### src/rtl/cdb_pkg.sv
// Shared constants and types for the Common Data Bus arbiter and its users.
package cdb_pkg;

  localparam int N_REQ = 4;

  localparam int REQ_ALU0   = 0;
  localparam int REQ_ALU1   = 1;
  localparam int REQ_MULDIV = 2;
  localparam int REQ_LSU    = 3;

  // Tag 0 means "value ready" in the reservation stations, so it is never broadcast.
  localparam int TAG_NONE = 0;

  localparam int CDB_BW_TAG  = 4;
  localparam int CDB_BW_DATA = 32;

  typedef struct packed {
    logic                   valid;
    logic                   spec;
    logic [CDB_BW_TAG-1:0]  tag;
    logic [CDB_BW_DATA-1:0] wdata;
  } cdb_entry_t;

endpackage

### src/rtl/cdb_arbiter_if.sv
// Functional-unit result handshake, branch resolution and CDB broadcast bundle.
interface cdb_arbiter_if #(
  parameter int N_REQ             = 4,
  parameter int BW_TAG            = 4,
  parameter int BW_PROCESSOR_DATA = 32
);

  logic [N_REQ-1:0]                   i_fu_valid;
  logic [N_REQ-1:0]                   o_fu_ready;
  logic [N_REQ*BW_TAG-1:0]            i_fu_tag_flatten;
  logic [N_REQ*BW_PROCESSOR_DATA-1:0] i_fu_wdata_flatten;
  logic [N_REQ-1:0]                   i_fu_speculation;
  logic                               i_branch_valid;
  logic                               i_branch_correct_prediction;
  logic                               o_cdb_valid;
  logic [BW_TAG-1:0]                  o_cdb_tag;
  logic [BW_PROCESSOR_DATA-1:0]       o_cdb_wdata;
  logic                               o_busy;

  // Functional units, branch unit and CDB consumers.
  modport master (
    output i_fu_valid, i_fu_tag_flatten, i_fu_wdata_flatten, i_fu_speculation,
    output i_branch_valid, i_branch_correct_prediction,
    input  o_fu_ready, o_cdb_valid, o_cdb_tag, o_cdb_wdata, o_busy
  );

  modport slave (
    input  i_fu_valid, i_fu_tag_flatten, i_fu_wdata_flatten, i_fu_speculation,
    input  i_branch_valid, i_branch_correct_prediction,
    output o_fu_ready, o_cdb_valid, o_cdb_tag, o_cdb_wdata, o_busy
  );

endinterface

### src/rtl/rr_arbiter.sv
// Round-robin arbiter: one-hot grant searched from rr_ptr, pointer moves past the winner.
module rr_arbiter #(
  parameter  int N_REQ = 4,
  localparam int PW    = (N_REQ > 1) ? $clog2(N_REQ) : 1
) (
  input  logic             clk,
  input  logic             rst_n,
  input  logic [N_REQ-1:0] req,
  output logic [N_REQ-1:0] grant,
  output logic             grant_valid,
  output logic [PW-1:0]    grant_idx
);

  logic [PW-1:0] rr_ptr;

  always_comb begin
    logic [PW:0] cand;
    cand        = '0;
    grant       = '0;
    grant_valid = 1'b0;
    grant_idx   = '0;
    for (int k = 0; k < N_REQ; k++) begin
      cand = {1'b0, rr_ptr} + (PW+1)'(k);
      if (cand >= (PW+1)'(N_REQ)) cand = cand - (PW+1)'(N_REQ);
      if (!grant_valid && req[cand[PW-1:0]]) begin
        grant_valid = 1'b1;
        grant_idx   = cand[PW-1:0];
      end
    end
    grant[grant_idx] = grant_valid;
  end

  always_ff @(posedge clk or negedge rst_n) begin
    if (!rst_n) begin
      rr_ptr <= '0;
    end else if (grant_valid) begin
      rr_ptr <= (grant_idx == PW'(N_REQ-1)) ? '0 : grant_idx + 1'b1;
    end
  end

endmodule

### src/rtl/cdb_arbiter.sv
// Common Data Bus arbiter: one holding buffer per functional unit, round-robin grant,
// registered broadcast, speculative entries dropped on mispredict.
module cdb_arbiter #(
  parameter int BW_PROCESSOR_DATA = 32,
  parameter int BW_TAG            = 4,
  parameter int N_REQ             = cdb_pkg::N_REQ
) (
  input logic          clk,
  input logic          rst_n,
  cdb_arbiter_if.slave bus
);
  import cdb_pkg::*;

  localparam int PW = (N_REQ > 1) ? $clog2(N_REQ) : 1;

  logic [N_REQ-1:0]             hold_valid;
  logic [N_REQ-1:0]             hold_spec;
  logic [BW_TAG-1:0]            hold_tag   [N_REQ];
  logic [BW_PROCESSOR_DATA-1:0] hold_wdata [N_REQ];

  logic                         flush;
  logic                         commit;
  logic [N_REQ-1:0]             flushed;
  logic [N_REQ-1:0]             eligible;
  logic [N_REQ-1:0]             fu_ready;
  logic [N_REQ-1:0]             accept;
  logic [N_REQ-1:0]             grant;
  logic                         grant_valid;
  logic [PW-1:0]                grant_idx;

  logic                         cdb_valid_q;
  logic [BW_TAG-1:0]            cdb_tag_q;
  logic [BW_PROCESSOR_DATA-1:0] cdb_wdata_q;

  assign flush  = bus.i_branch_valid & ~bus.i_branch_correct_prediction;
  assign commit = bus.i_branch_valid &  bus.i_branch_correct_prediction;

  // Grant depends only on registered state, never on the incoming fu handshake.
  assign flushed  = {N_REQ{flush}} & hold_spec & hold_valid;
  assign eligible = hold_valid & ~flushed;

  rr_arbiter #(.N_REQ(N_REQ)) u_rr (
    .clk         (clk),
    .rst_n       (rst_n),
    .req         (eligible),
    .grant       (grant),
    .grant_valid (grant_valid),
    .grant_idx   (grant_idx)
  );

  assign fu_ready       = ~hold_valid | grant | flushed;
  assign accept         = bus.i_fu_valid & fu_ready;
  assign bus.o_fu_ready = fu_ready;

  always_ff @(posedge clk or negedge rst_n) begin
    if (!rst_n) begin
      hold_valid <= '0;
      hold_spec  <= '0;
      for (int i = 0; i < N_REQ; i++) begin
        hold_tag[i]   <= '0;
        hold_wdata[i] <= '0;
      end
    end else begin
      for (int i = 0; i < N_REQ; i++) begin
        if (accept[i]) begin
          // Tag 0 and squashed speculative results are consumed but never stored.
          hold_valid[i] <= (bus.i_fu_tag_flatten[i*BW_TAG +: BW_TAG] != BW_TAG'(TAG_NONE))
                           && !(flush && bus.i_fu_speculation[i]);
          hold_spec[i]  <= bus.i_fu_speculation[i] && !commit;
          hold_tag[i]   <= bus.i_fu_tag_flatten[i*BW_TAG +: BW_TAG];
          hold_wdata[i] <= bus.i_fu_wdata_flatten[i*BW_PROCESSOR_DATA +: BW_PROCESSOR_DATA];
        end else if (grant[i] || flushed[i]) begin
          hold_valid[i] <= 1'b0;
          hold_spec[i]  <= 1'b0;
        end else if (commit) begin
          hold_spec[i]  <= 1'b0;
        end
      end
    end
  end

  always_ff @(posedge clk or negedge rst_n) begin
    if (!rst_n) begin
      cdb_valid_q <= 1'b0;
      cdb_tag_q   <= '0;
      cdb_wdata_q <= '0;
    end else begin
      cdb_valid_q <= grant_valid;
      if (grant_valid) begin
        cdb_tag_q   <= hold_tag[grant_idx];
        cdb_wdata_q <= hold_wdata[grant_idx];
      end
    end
  end

  assign bus.o_cdb_valid = cdb_valid_q;
  assign bus.o_cdb_tag   = cdb_tag_q;
  assign bus.o_cdb_wdata = cdb_wdata_q;
  assign bus.o_busy      = (|hold_valid) | cdb_valid_q;

endmodule

### src/flat_wrapper.sv
// flat-port wrapper written by rule: the top's interface ports become plain ports
module cdb_arbiter_flat import cdb_pkg::*;
#(
  parameter int BW_PROCESSOR_DATA = 32,
  parameter int BW_TAG            = 4,
  parameter int N_REQ             = cdb_pkg::N_REQ
)
  (clk, rst_n, bus_i_fu_valid, bus_i_fu_tag_flatten, bus_i_fu_wdata_flatten, bus_i_fu_speculation, bus_i_branch_valid, bus_i_branch_correct_prediction, bus_o_fu_ready, bus_o_cdb_valid, bus_o_cdb_tag, bus_o_cdb_wdata, bus_o_busy);
  cdb_arbiter_if #(.N_REQ(N_REQ), .BW_TAG(BW_TAG), .BW_PROCESSOR_DATA(BW_PROCESSOR_DATA)) bus_i ();
  input logic clk;
  input logic rst_n;
  input wire logic [$bits(bus_i.i_fu_valid)-1:0] bus_i_fu_valid;
  input wire logic [$bits(bus_i.i_fu_tag_flatten)-1:0] bus_i_fu_tag_flatten;
  input wire logic [$bits(bus_i.i_fu_wdata_flatten)-1:0] bus_i_fu_wdata_flatten;
  input wire logic [$bits(bus_i.i_fu_speculation)-1:0] bus_i_fu_speculation;
  input wire logic [$bits(bus_i.i_branch_valid)-1:0] bus_i_branch_valid;
  input wire logic [$bits(bus_i.i_branch_correct_prediction)-1:0] bus_i_branch_correct_prediction;
  output wire logic [$bits(bus_i.o_fu_ready)-1:0] bus_o_fu_ready;
  output wire logic [$bits(bus_i.o_cdb_valid)-1:0] bus_o_cdb_valid;
  output wire logic [$bits(bus_i.o_cdb_tag)-1:0] bus_o_cdb_tag;
  output wire logic [$bits(bus_i.o_cdb_wdata)-1:0] bus_o_cdb_wdata;
  output wire logic [$bits(bus_i.o_busy)-1:0] bus_o_busy;
  assign bus_i.i_fu_valid = bus_i_fu_valid;
  assign bus_i.i_fu_tag_flatten = bus_i_fu_tag_flatten;
  assign bus_i.i_fu_wdata_flatten = bus_i_fu_wdata_flatten;
  assign bus_i.i_fu_speculation = bus_i_fu_speculation;
  assign bus_i.i_branch_valid = bus_i_branch_valid;
  assign bus_i.i_branch_correct_prediction = bus_i_branch_correct_prediction;
  assign bus_o_fu_ready = bus_i.o_fu_ready;
  assign bus_o_cdb_valid = bus_i.o_cdb_valid;
  assign bus_o_cdb_tag = bus_i.o_cdb_tag;
  assign bus_o_cdb_wdata = bus_i.o_cdb_wdata;
  assign bus_o_busy = bus_i.o_busy;
  cdb_arbiter #(.BW_PROCESSOR_DATA(BW_PROCESSOR_DATA), .BW_TAG(BW_TAG), .N_REQ(N_REQ)) u_core (.clk(clk), .rst_n(rst_n), .bus(bus_i));
endmodule
### config.mk
export PLATFORM = sky130hd
export DESIGN_NAME = cdb_arbiter_flat
export DESIGN_NICKNAME = d
export VERILOG_FILES = /design/src/rtl/cdb_pkg.sv /design/src/rtl/cdb_arbiter_if.sv /design/src/rtl/rr_arbiter.sv /design/src/rtl/cdb_arbiter.sv /design/src/flat_wrapper.sv
export SDC_FILE = /design/constraint.sdc
export NUM_CORES = 1
export LEC_CHECK = 0
export CELL_PAD_IN_SITES_DETAIL_PLACEMENT = 2
export CELL_PAD_IN_SITES_GLOBAL_PLACEMENT = 2
export CORE_UTILIZATION = 35
export CTS_BUF_LIST = sky130_fd_sc_hd__clkbuf_2
export CTS_CLUSTER_DIAMETER = 200
export DETAILED_ROUTE_END_ITERATION = 12
export PLACE_DENSITY = 0.88
export SETUP_SLACK_MARGIN = 0.05
export SYNTH_ARGS = -nofsm -noshare
export SYNTH_HDL_FRONTEND = slang
export SYNTH_SLANG_ARGS = --single-unit
### constraint.sdc
create_clock -name clk -period 3.81 [get_ports clk]
set_clock_uncertainty 0.2 [all_clocks]
set_input_delay 0.381 -clock clk [delete_from_list [all_inputs] [get_ports clk]]
set_output_delay 0.381 -clock clk [all_outputs]
set_load 0.01 [all_outputs]
# After elaboration in Yosys (flattened, before gate mapping)
# Cells that the tools add are included.
[classes]
muxes = 46
add_sub_neg = 8
bitwise_logic = 14
eq_ne = 1
n_lt_le_gt_ge = 11
reduce_logical = 41
[op_table]
columns = ["cell", "count"]
rows = [
  ["$bmux W32 S2", 1],
  ["$mux W32", 2],
  ["$mux W1", 26],
  ["$and A4 B4 Y4", 5],
  ["$mux W2", 9],
  ["$logic_and A1 B1 Y1", 16],
  ["$reduce_bool A4 Y1", 4],
  ["$lt A2 B3 Y1 const B", 5],
  ["$ge A3 B3 Y1 const B", 4],
  ["$reduce_bool A3 Y1", 4],
  ["$bmux W1 S2", 4],
  ["$bmux W4 S2", 1],
  ["$logic_not A1 Y1", 8],
  ["$mux W4", 2],
  ["$not A4 Y4", 2],
  ["$or A4 B4 Y4", 2],
  ["$reduce_bool A2 Y1", 4],
  ["$sub A2 B1 Y2 const B", 4],
  ["$add A2 B2 Y3 const B", 2],
  ["$logic_or A1 B1 Y1", 4],
  ["$reduce_or A4 Y1", 1],
  ["$add A2 B1 Y3 const B", 1],
  ["$ge A2 B3 Y1 const B", 1],
  ["$not A2 Y3", 1],
  ["other kinds (7)", 8],
]
[word_totals]
in_bits = 156
regBits = 191
wordCells = 141
out_inout_bits = 42

# Depth between registers and ports, before layout
# Gate-level depths: netlist of the first run.
[logic_depth]
ltp_word = 27
depth_mapped = 15
ltp_nobuf = 11

# Modules after synthesis
# A second synthesis of the first run with hierarchy kept.
[hier_totals]
cells_unflattened = 516
hier_area_um2 = 8678.3
[by_module_without_submodules]
columns = ["mod", "seq_area_each_um2", "cells_per_inst", "area_each_um2", "instances"]
rows = [
  ["cdb_arbiter", 4729.5, 488, 8404.3, 1],
  ["rr_arbiter", 50.0, 28, 274.0, 1],
]

# Least setup slack after synthesis of the first run
# No wires, ideal clock.
[synth_timing]
kind = "input to register"
start = "input port bus_i_branch_valid"
end = "register u_core.hold_tag[7] (netlist name)"
arrival_time_ns = 2.918
path_slack_ns = 0.567
t_required_ns = 3.485
path_buffers = 3
cell_stages = 12
setup_time_ns = 0.125
cell_sequence = "buf_4 and3b_1 o211ai_2 a211oi_4 inv_6 buf_6 ha_1 inv_1 nand3_1 nand2_1 buf_2 mux2_2"
[synth_via]
elab_chain_cells = 25
elab_cells_between_ends = 36
cone_classes = "2 x order compare; 18 x mux; 9 x bitwise; 7 x reduce/logical"
[synth_rtl]
columns = ["item", "line", "rtl"]
rows = [
  ["start, declared", "flat_wrapper.sv:16", "input wire logic [$bits(bus_i.i_branch_valid)-1:0] bus_i_branch_valid;"],
  ["$and A1 B1 Y1 *", "cdb_arbiter.sv:35", "assign flush = bus.i_branch_valid & ~bus.i_branch_correct_prediction;"],
  ["$and A4 B4 Y4 * (2 in a row)", "cdb_arbiter.sv:39", "assign flushed = {N_REQ{flush}} & hold_spec & hold_valid;"],
  ["$not A4 Y4", "cdb_arbiter.sv:40", "assign eligible = hold_valid & ~flushed;"],
  ["$and A4 B4 Y4", "cdb_arbiter.sv:40", ""],
  ["$bmux W1 S2", "rr_arbiter.sv:25", "if (!grant_valid && req[cand[PW-1:0]]) begin"],
  ["$mux W1 (implied by the code)", "rr_arbiter.sv:25", ""],
  ["$mux W1", "rr_arbiter.sv:25", ""],
  ["$logic_not A1 Y1", "rr_arbiter.sv:25", ""],
  ["(+9 left out)", "-", ""],
  ["$logic_and A1 B1 Y1 (implied by the code)", "rr_arbiter.sv:30", "grant[grant_idx] = grant_valid;"],
  ["$mux W1 (implied by the code)", "rr_arbiter.sv:30", ""],
  ["$demux W1 S2", "rr_arbiter.sv:30", ""],
  ["$and A4 B4 Y4 (no line)", "-", ""],
  ["$or A4 B4 Y4", "cdb_arbiter.sv:51", "assign fu_ready = ~hold_valid | grant | flushed;"],
  ["$or A4 B4 Y4 *", "cdb_arbiter.sv:51", ""],
  ["net bus_o_fu_ready[2]", "flat_wrapper.sv:18", "output wire logic [$bits(bus_i.o_fu_ready)-1:0] bus_o_fu_ready;"],
  ["$and A4 B4 Y4 *", "cdb_arbiter.sv:52", "assign accept = bus.i_fu_valid & fu_ready;"],
  ["end signal, assigned by index", "cdb_arbiter.sv:70", "hold_tag[i] <= bus.i_fu_tag_flatten[i*BW_TAG +: BW_TAG];"],
  ["end, declared", "cdb_arbiter.sv:18", "logic [BW_TAG-1:0] hold_tag [N_REQ];"],
]
# Mark *: on every way through the listed nets, which the timed path passes. The rest lies on a longest branch. The select of a mux whose other input is x is not followed.
# A chain may end at the register's enable or synchronous reset.

# Final worst setup path of the first run
[layout_timing]
start = "register u_core.hold_spec[0]"
end = "output port bus_o_fu_ready[1]"
[layout_via]
elab_chain_cells = 23
elab_cells_between_ends = 34
cone_classes = "2 x order compare; 18 x mux; 7 x bitwise; 7 x reduce/logical"
[layout_rtl]
columns = ["item", "line", "rtl"]
rows = [
  ["start, declared", "cdb_arbiter.sv:17", "logic [N_REQ-1:0] hold_spec;"],
  ["start signal, assigned by index", "cdb_arbiter.sv:69", "hold_spec[i] <= bus.i_fu_speculation[i] && !commit;"],
  ["$and A4 B4 Y4 * (2 in a row)", "cdb_arbiter.sv:39", ""],
  ["$not A4 Y4 *", "cdb_arbiter.sv:40", ""],
  ["$and A4 B4 Y4 *", "cdb_arbiter.sv:40", ""],
  ["$bmux W1 S2", "rr_arbiter.sv:25", ""],
  ["$mux W1 (implied by the code)", "rr_arbiter.sv:25", ""],
  ["$mux W1", "rr_arbiter.sv:25", ""],
  ["$logic_not A1 Y1", "rr_arbiter.sv:25", ""],
  ["$logic_and A1 B1 Y1", "rr_arbiter.sv:25", ""],
  ["(+5 left out)", "-", ""],
  ["$logic_and A1 B1 Y1", "rr_arbiter.sv:25", ""],
  ["$mux W2", "rr_arbiter.sv:25", ""],
  ["$lt A2 B3 Y1 (implied by the code) / $ge A2 B1 Y1 (equally long branches)", "rr_arbiter.sv:30", ""],
  ["$logic_and A1 B1 Y1 (implied by the code)", "rr_arbiter.sv:30", ""],
  ["$mux W1 (implied by the code)", "rr_arbiter.sv:30", ""],
  ["$demux W1 S2", "rr_arbiter.sv:30", ""],
  ["$and A4 B4 Y4 (no line) *", "-", ""],
  ["$or A4 B4 Y4 * (2 in a row)", "cdb_arbiter.sv:51", ""],
  ["end, declared", "flat_wrapper.sv:18", ""],
]
# Mark *: on every way between the ends. The rest lies on a longest branch, timed or not. The select of a mux whose other input is x is not followed.

==> results of run 1 <==
[synth_stat cells, types with 2 or more instances]
cell	count
mux2i_1	36
a32oi_1	2
clkbuf_1	18
buf_2	18
nor4_1	4
buf_6	4
nand3_1	8
a2111oi_0	36
mux2_2	144
nor2_1	38
buf_4	2
dfrtp_1	191
nand2_1	22
a211oi_1	3
inv_2	2
buf_12	4
a21oi_1	10
a211oi_2	69
o2111ai_1	4
nand3b_4	2
ha_1	4
inv_1	43
and3b_1	2
[power by group]
| part | internal (mW) | total, mW | switching, mW | leakage [nW] |
|---|---|---|---|---|
| clock network | 0.327 | 1.16 | 0.836 | 0.152 |
| logic | 3.17 | 6.85 | 3.68 | 3.16 |
| registers | 3.11 | 3.94 | 0.833 | 2.23 |
| total | 6.60 | 12.0 | 5.35 | 5.54 |
[cell families (layout without fill, tap and decap cells)]
| group | Yosys count | after routing | share of synthesized area [%] |
|---|---|---|---|
| mux | 180 | 180 | 21.7 |
| simple gates | 84 | 84 | 4.48 |
| flops | 191 | 191 | 52.3 |
| other cells | 0 | 3 | 0 |
| fa+ha+maj | 4 | 4 | 0.548 |
| buf+inv | 93 | 452 | 5.25 |
| compound gates | 135 | 135 | 15.7 |
[critical path: stages, from the launching register on]
cell	delay [ns]
dfrtp_1	0.47
and3b_1	0.28
o2bb2ai_1	0.11
a21oi_1	0.21
o22a_2	0.25
inv_1	0.10
ha_1	0.20
inv_1	0.09
nand3_1	0.19
dlymetal6s2s_1	0.24
[flip-flops by register name, summed over array words and instances (netlist names)]
signal                  count
u_core.hold_tag            16
u_core.hold_valid           4
u_core.hold_spec            4
u_core.bus.o_cdb_wdata     32
u_core.u_rr.rr_ptr          2
u_core.bus.o_cdb_valid      1
u_core.bus.o_cdb_tag        4
u_core.hold_wdata         128
[metrics by stage]
stage	util, %	instance area (um2)	setup slack [ns]
CTS	52.0	13200	0.0544
global placement	45.2	11500	0.353
finish	52.4	13300	0.281
floorplan	-	9130	0.567
detailed placement	45.2	11500	0.205
global route	52.4	13300	0.130
[timing repair]
| action | CTS | global route |
|---|---|---|
| buffers inserted | 4 | 3 |
| pin swaps | 1 | 1 |
| hold endpoints to repair | 286 | 6 |
| hold buffers | 143 | 6 |
| setup endpoints to repair | 4 | 4 |
| gates resized for setup | 2 | 5 |
[area by class of cell]
type                            instances  area (um2)  share of cell area, %
Timing Repair Buffer                  374        3770                   28.3
Sequential cell                       191        4780                   35.9
Antenna cell                            3        7.51                 0.0564
Multi-Input combinational cell        403        3910                   29.3
Clock inverter                         15         178                   1.33
Clock buffer                           17        85.1                  0.639
Inverter                               46         178                   1.33
Tap cell                              330         413                   3.10
[final timing paths]
check	from	end	slack [ns]	cells past startpoint
max	u_core.hold_spec[0]	bus_o_fu_ready[1]	0.28	9
min	bus_i_fu_wdata_flatten[95]	u_core.hold_wdata[63]	0.07	2
max reg2reg	u_core.hold_spec[0]	u_core.hold_wdata[112]	0.70	11
min reg2reg	u_core.hold_tag[9]	u_core.hold_tag[9]	0.35	1
max in group asynchronous	rst_n	u_core.bus.o_cdb_wdata[26]	2.25	4
min in group asynchronous	rst_n	u_core.hold_tag[10]	0.40	3
[layout by cell type (no fill, tap or decap), drive strengths merged, types with 5 or more instances in the layout]
| master | Yosys | routed |
|---|---|---|
| clkdlybuf4s50 | 0 | 192 |
| a2111oi | 36 | 36 |
| mux2i | 36 | 36 |
| nor2 | 38 | 38 |
| nand3 | 8 | 8 |
| dlygate4sd3 | 0 | 148 |
| nand2 | 23 | 23 |
| mux2 | 144 | 144 |
| dfrtp | 191 | 191 |
| a211oi | 73 | 73 |
| clkinv | 0 | 5 |
| inv | 46 | 52 |
| clkbuf | 18 | 18 |
| a21oi | 10 | 10 |
| buf | 29 | 29 |
[per-layer routing]
layer | routed length, um | GRT usage, %
met5 | 0 | 0
met4 | 1500 | 13.1
met3 | 1270 | 4.37
met2 | 20500 | 53.2
met1 | 14500 | 31.9
==> run metrics, run 1 <==
status=complete, no violations; cells taking the most area after synthesis=dfrtp_1 (52%), mux2_2 (18%), a211oi_2 (9.5%); DRT antenna net count=0; Area Overhead vs Synth=45.8%; Pins Over Slew Limit=0; DRC violation count after routing=0; post-synthesis sequential area ratio=about 52%; Final Power=about 12 mW; die width=~160 um; Detailed Routing Iterations Pass 1=4; CTS tree=built; max frequency=~280 MHz; clock transition at the registers of the reported paths=0.34 ns; Synth Cell Area=just over 9000 um2; crit path launch type=flop; crit end category=output port; Rel. slew slack=between 30% and 40%; CTS Buffer Depth=2; Least-Margin Pin Slew=about 0.9 ns; EDFF count, synth=0; die height=approximately 160 um; DR WL/cell=roughly 27 um; placed insts=1188; Min-Delay Path Class=input pin to flop; setup violators final=0; largest net degree at the start of global routing=73; DIE AREA=between 20000 and 30000 um2; Layout Nets=1193; Hold Fails Final Rpt=0; Remaining Overflow, GRT=0; final WL=37800 um; clk_lat worst skew=0.81 ns; crit path kind=flop to output port; Root Buffer=clkbuf_2; Mapped Cells=a little under 700; leakage=about 5.5 nW; Num CTS Buffers=17; Top Ports=slightly below 200; GRT Total Usage=between 20% and 30%; final cell count without fillers=about 1400; WP data required=between 3 and 4 ns; synth warn=0; period utilisation layout=between 90% and 100%; TritonCTS Sinks=around 190; worst hold slack=0.0663 ns; largest area contributor in the netlist=dfrtp_1; IR drop worst, VDD=0.656 mV; Max FO, Critical Path=5; layout cells sized above 1=28.2%; vias in the first global route=about 8800; Port-buffer cells=between 150 and 200; P per Cell Area=about 900 nW/um2; Vias/cell=roughly 5.4; H-tree depth=4; CP arrival=between 2 and 3 ns; first-pass GRT wire length=55600 um; Yosys top cell area share=a little over half; Core Rows=58; Synth Register Bits=roughly 190; gp weighted congestion=roughly 0.76; max-cap violations=0; setup TNS=0 ns; Avg Cell Area, Syn=13.3 um2; Synth Net Count=847; Core ar.=approximately 25000 um2; total number of vias=approximately 7400; initial antenna violation count=2; unrepaired setup endpoints after global routing=no; Initial Util=a little over a third; Final HPWL DP=19500 um; min cycle time layout=around 3.5 ns; Synth cell types=44; asr flop ratio synth=100%; main flop type after synthesis=dfrtp_1; Detailed Route Iter0 Violations=between 200 and 300; fillers=between 2000 and 2500
Note: power is estimated with default switching activity, not from simulation.
==> inputs of run 2 (changes only) <==
CORE_UTILIZATION = 32   (was 35)
PLACE_DENSITY = 0.85   (was 0.88)
clock period = 3 ns   (was 3.81 ns; I/O delays follow)
==> run metrics, run 2 (synthesized netlist as in run 1, its figures left out) <==
Reg with most FFs=u_core.hold_wdata; max-cap violations=0 (unchanged); IR drop worst, VDD=0.677 mV (+3.1%); die height=171 um (+4.5%); commonest non-fill, non-tap cell in the layout=clkdlybuf4s50_1; first-pass GRT wire length=56600 um (+1.8%); Finished Core Util=50.0% (-2.4 points); leakage=5.82 nW (+4.9%); design area=14000 um2 (+5.0%); delay of the slowest critical-path stage=0.48 ns (about the same); Vias/cell=5.15 (-4.4%); largest net degree at the start of global routing=67 (-8.2%); Switch Pwr=7.05 mW (+32%); unrepaired setup endpoints after global routing=yes; GR peak layer=met2; GRT Total Usage=26.8% (-1.9 points); WP data required=2.50 ns (-0.73 ns); Final Power=16.0 mW (+34%); pre-CTS WS=-0.437 ns (-0.643 ns); layout cells sized above 1=32.4% (+4.2 points); CTS tree=built; Pint=8.96 mW (+36%); gp weighted congestion=0.834 (+9.3%); max reg flops=128 (unchanged); DIE AREA=29200 um2 (+9.3%); status=complete, but fails checks; crit end category=output port; vias in the first global route=8943 (+1.9%); CP arrival=2.64 ns (-0.31 ns); Cell Area, Placed=11800 um2 (+2.4%); total number of vias=7550 (+1.7%); Rel. slew slack=34.8% (-4.9 points); Seq pwr share=30.9% (-2.1 points); die width=171 um (+4.5%); Port-buffer cells=197 (unchanged); Layout Nets=1233 (+3.4%); Min-Delay Path Class=input pin to flop; Core ar.=27900 um2 (+10%); Area Overhead vs Synth=53.1%; most used cell, CP=buf_6; DRC violation count after routing=0 (unchanged); Hold Fails Final Rpt=0 (unchanged); Pins Over Slew Limit=0 (unchanged); setup violators final=4 (+4); Core Rows=61 (+5.2%); CTS Buffer Depth=2 (unchanged); final WL=38800 um (+2.5%); worst hold slack=0.262 ns (+0.196 ns); commonest non-fill, non-tap cells in the layout=clkdlybuf4s50_1 (191), dfrtp_1 (187), dlygate4sd3_1 (155); period utilisation layout=105%; H-tree depth=4 (unchanged); clk_lat worst skew=0.80 ns (about the same); grt met2 use=52.4% (-0.85 points); min cycle time layout=between 3 and 4 ns; Top Ports=198 (unchanged); crit path kind=flop to output port; clock share of power=8.6% (-1.1 points); P per Cell Area=1150 nW/um2 (+28%); met1 Use GR=28.3% (-3.6 points); DRT antenna net count=0 (unchanged); initial antenna violation count=2 (unchanged); flop2flop setup slack=0.09 ns (-0.61 ns); Least-Margin Pin Slew=0.977 ns (+0.0724 ns); TritonCTS Sinks=191 (unchanged); Initial Util=32.7% (-3.3 points); slowest CP cell=dfrtp_2; Root Buffer=clkbuf_2; Max FO, Critical Path=5 (unchanged); M3 GR Usage=4.74% (+0.37 points); CP Cell Sequence=buf_4 -> nand2b_1 -> a221oi_4 -> a211oi_4 -> buf_6 -> ha_4 -> inv_2 -> nand3_4 -> buf_6; clock transition at the registers of the reported paths=0.31 ns (-0.03 ns); DR WL/cell=26.4 um (-3.7%); Comb power frac=60.5% (+3.2 points); Sw Ratio=44.0% (-0.73 points); max frequency=319 MHz; Detailed Route Iter0 Violations=284 (-0.70%); violated checks=setup timing; Num CTS Buffers=17 (unchanged); crit path launch type=flop; Detailed Routing Iterations Pass 1=4 (unchanged); Remaining Overflow, GRT=0 (unchanged); Final HPWL DP=20100 um (+2.9%); final worst-path setup slack=-0.136 ns (-0.418 ns)
[run 2: cell types whose count changed in the layout (fill, tap and decap cells not counted), moves of 5 or more]
cell           before  now
inv_1              43   38
dlygate4sd3_1     148  155
buf_4              23   45
mux2_4              0   13
mux2_2            144  131
buf_12              5   10
buf_6               0    7
[run 2: power by group through the flow]
stage          logic, mW  registers [mW]  clock network, mW
3_5_place_dp        8.31            4.88                  0
4_1_cts             8.85            4.81               1.38
3_3_place_gp        7.87            4.75                  0
6_report            9.69            4.95               1.38
2_1_floorplan       5.66            4.68                  0
5_1_grt             10.2            5.07               1.49
[run 2: area by class of cell]
cell class / instances / area (um2)
fill: 2682 / 14000
sequential: 191 / 4780
timing repair buffer: 414 / 4210
multi-input combinational: 403 / 4100
tap: 378 / 473
inverter: 46 / 188
clock inverter: 13 / 130
clock buffer: 19 / 95.1
antenna: 3 / 7.51
[run 2: layer usage]
layer,up-vias,share of wire [%]
met5,-,0
met4,0,2.6
met3,50,3.7
met2,212,56
met1,3990,38
li1,3298,-
[run 2: path summary, 6_finish.rpt]
kind / startpoint / end / cells after the start
worst min register to register: u_core.hold_tag[10] / u_core.hold_tag[10] / 1
max in group asynchronous: rst_n / u_core.hold_wdata[12] / 4
min in group asynchronous: rst_n / u_core.hold_wdata[33] / 4
worst min-delay path: bus_i_branch_correct_prediction / u_core.hold_spec[3] / 3
worst max register to register: u_core.hold_spec[0] / u_core.hold_wdata[39] / 13
worst max-delay path: u_core.hold_valid[2] / bus_o_fu_ready[1] / 9
[run 2: critical path, delay by kind of cell (launching register included)]
| family | cells | cell delay [ns] |
|---|---|---|
| AO/OA/AOI/OAI | 2 | 0.37 |
| buffers and inverters | 4 | 0.59 |
| adder cells (fa/ha/maj) | 1 | 0.17 |
| AND/OR/NAND/NOR | 2 | 0.23 |
| flip-flops | 1 | 0.48 |
[run 2: through the flow]
stage,setup TNS (ns),std cells
after CTS,-0.573,1457
after global placement,-23.52,1255
after global routing,-0.954,1467
final,-0.481,1467
after detailed placement,-57.56,1255
after floorplan,0,687
[run 2: what timing repair did]
item | in CTS | in global routing
setup endpoints to repair | 6 | 36
resized for setup | 48 | 26
endpoints found under the hold margin | 343 | 0
gates cloned | 0 | 3
hold buffers | 159 | 0
pin swaps | 10 | 5
setup buffers | 11 | 8
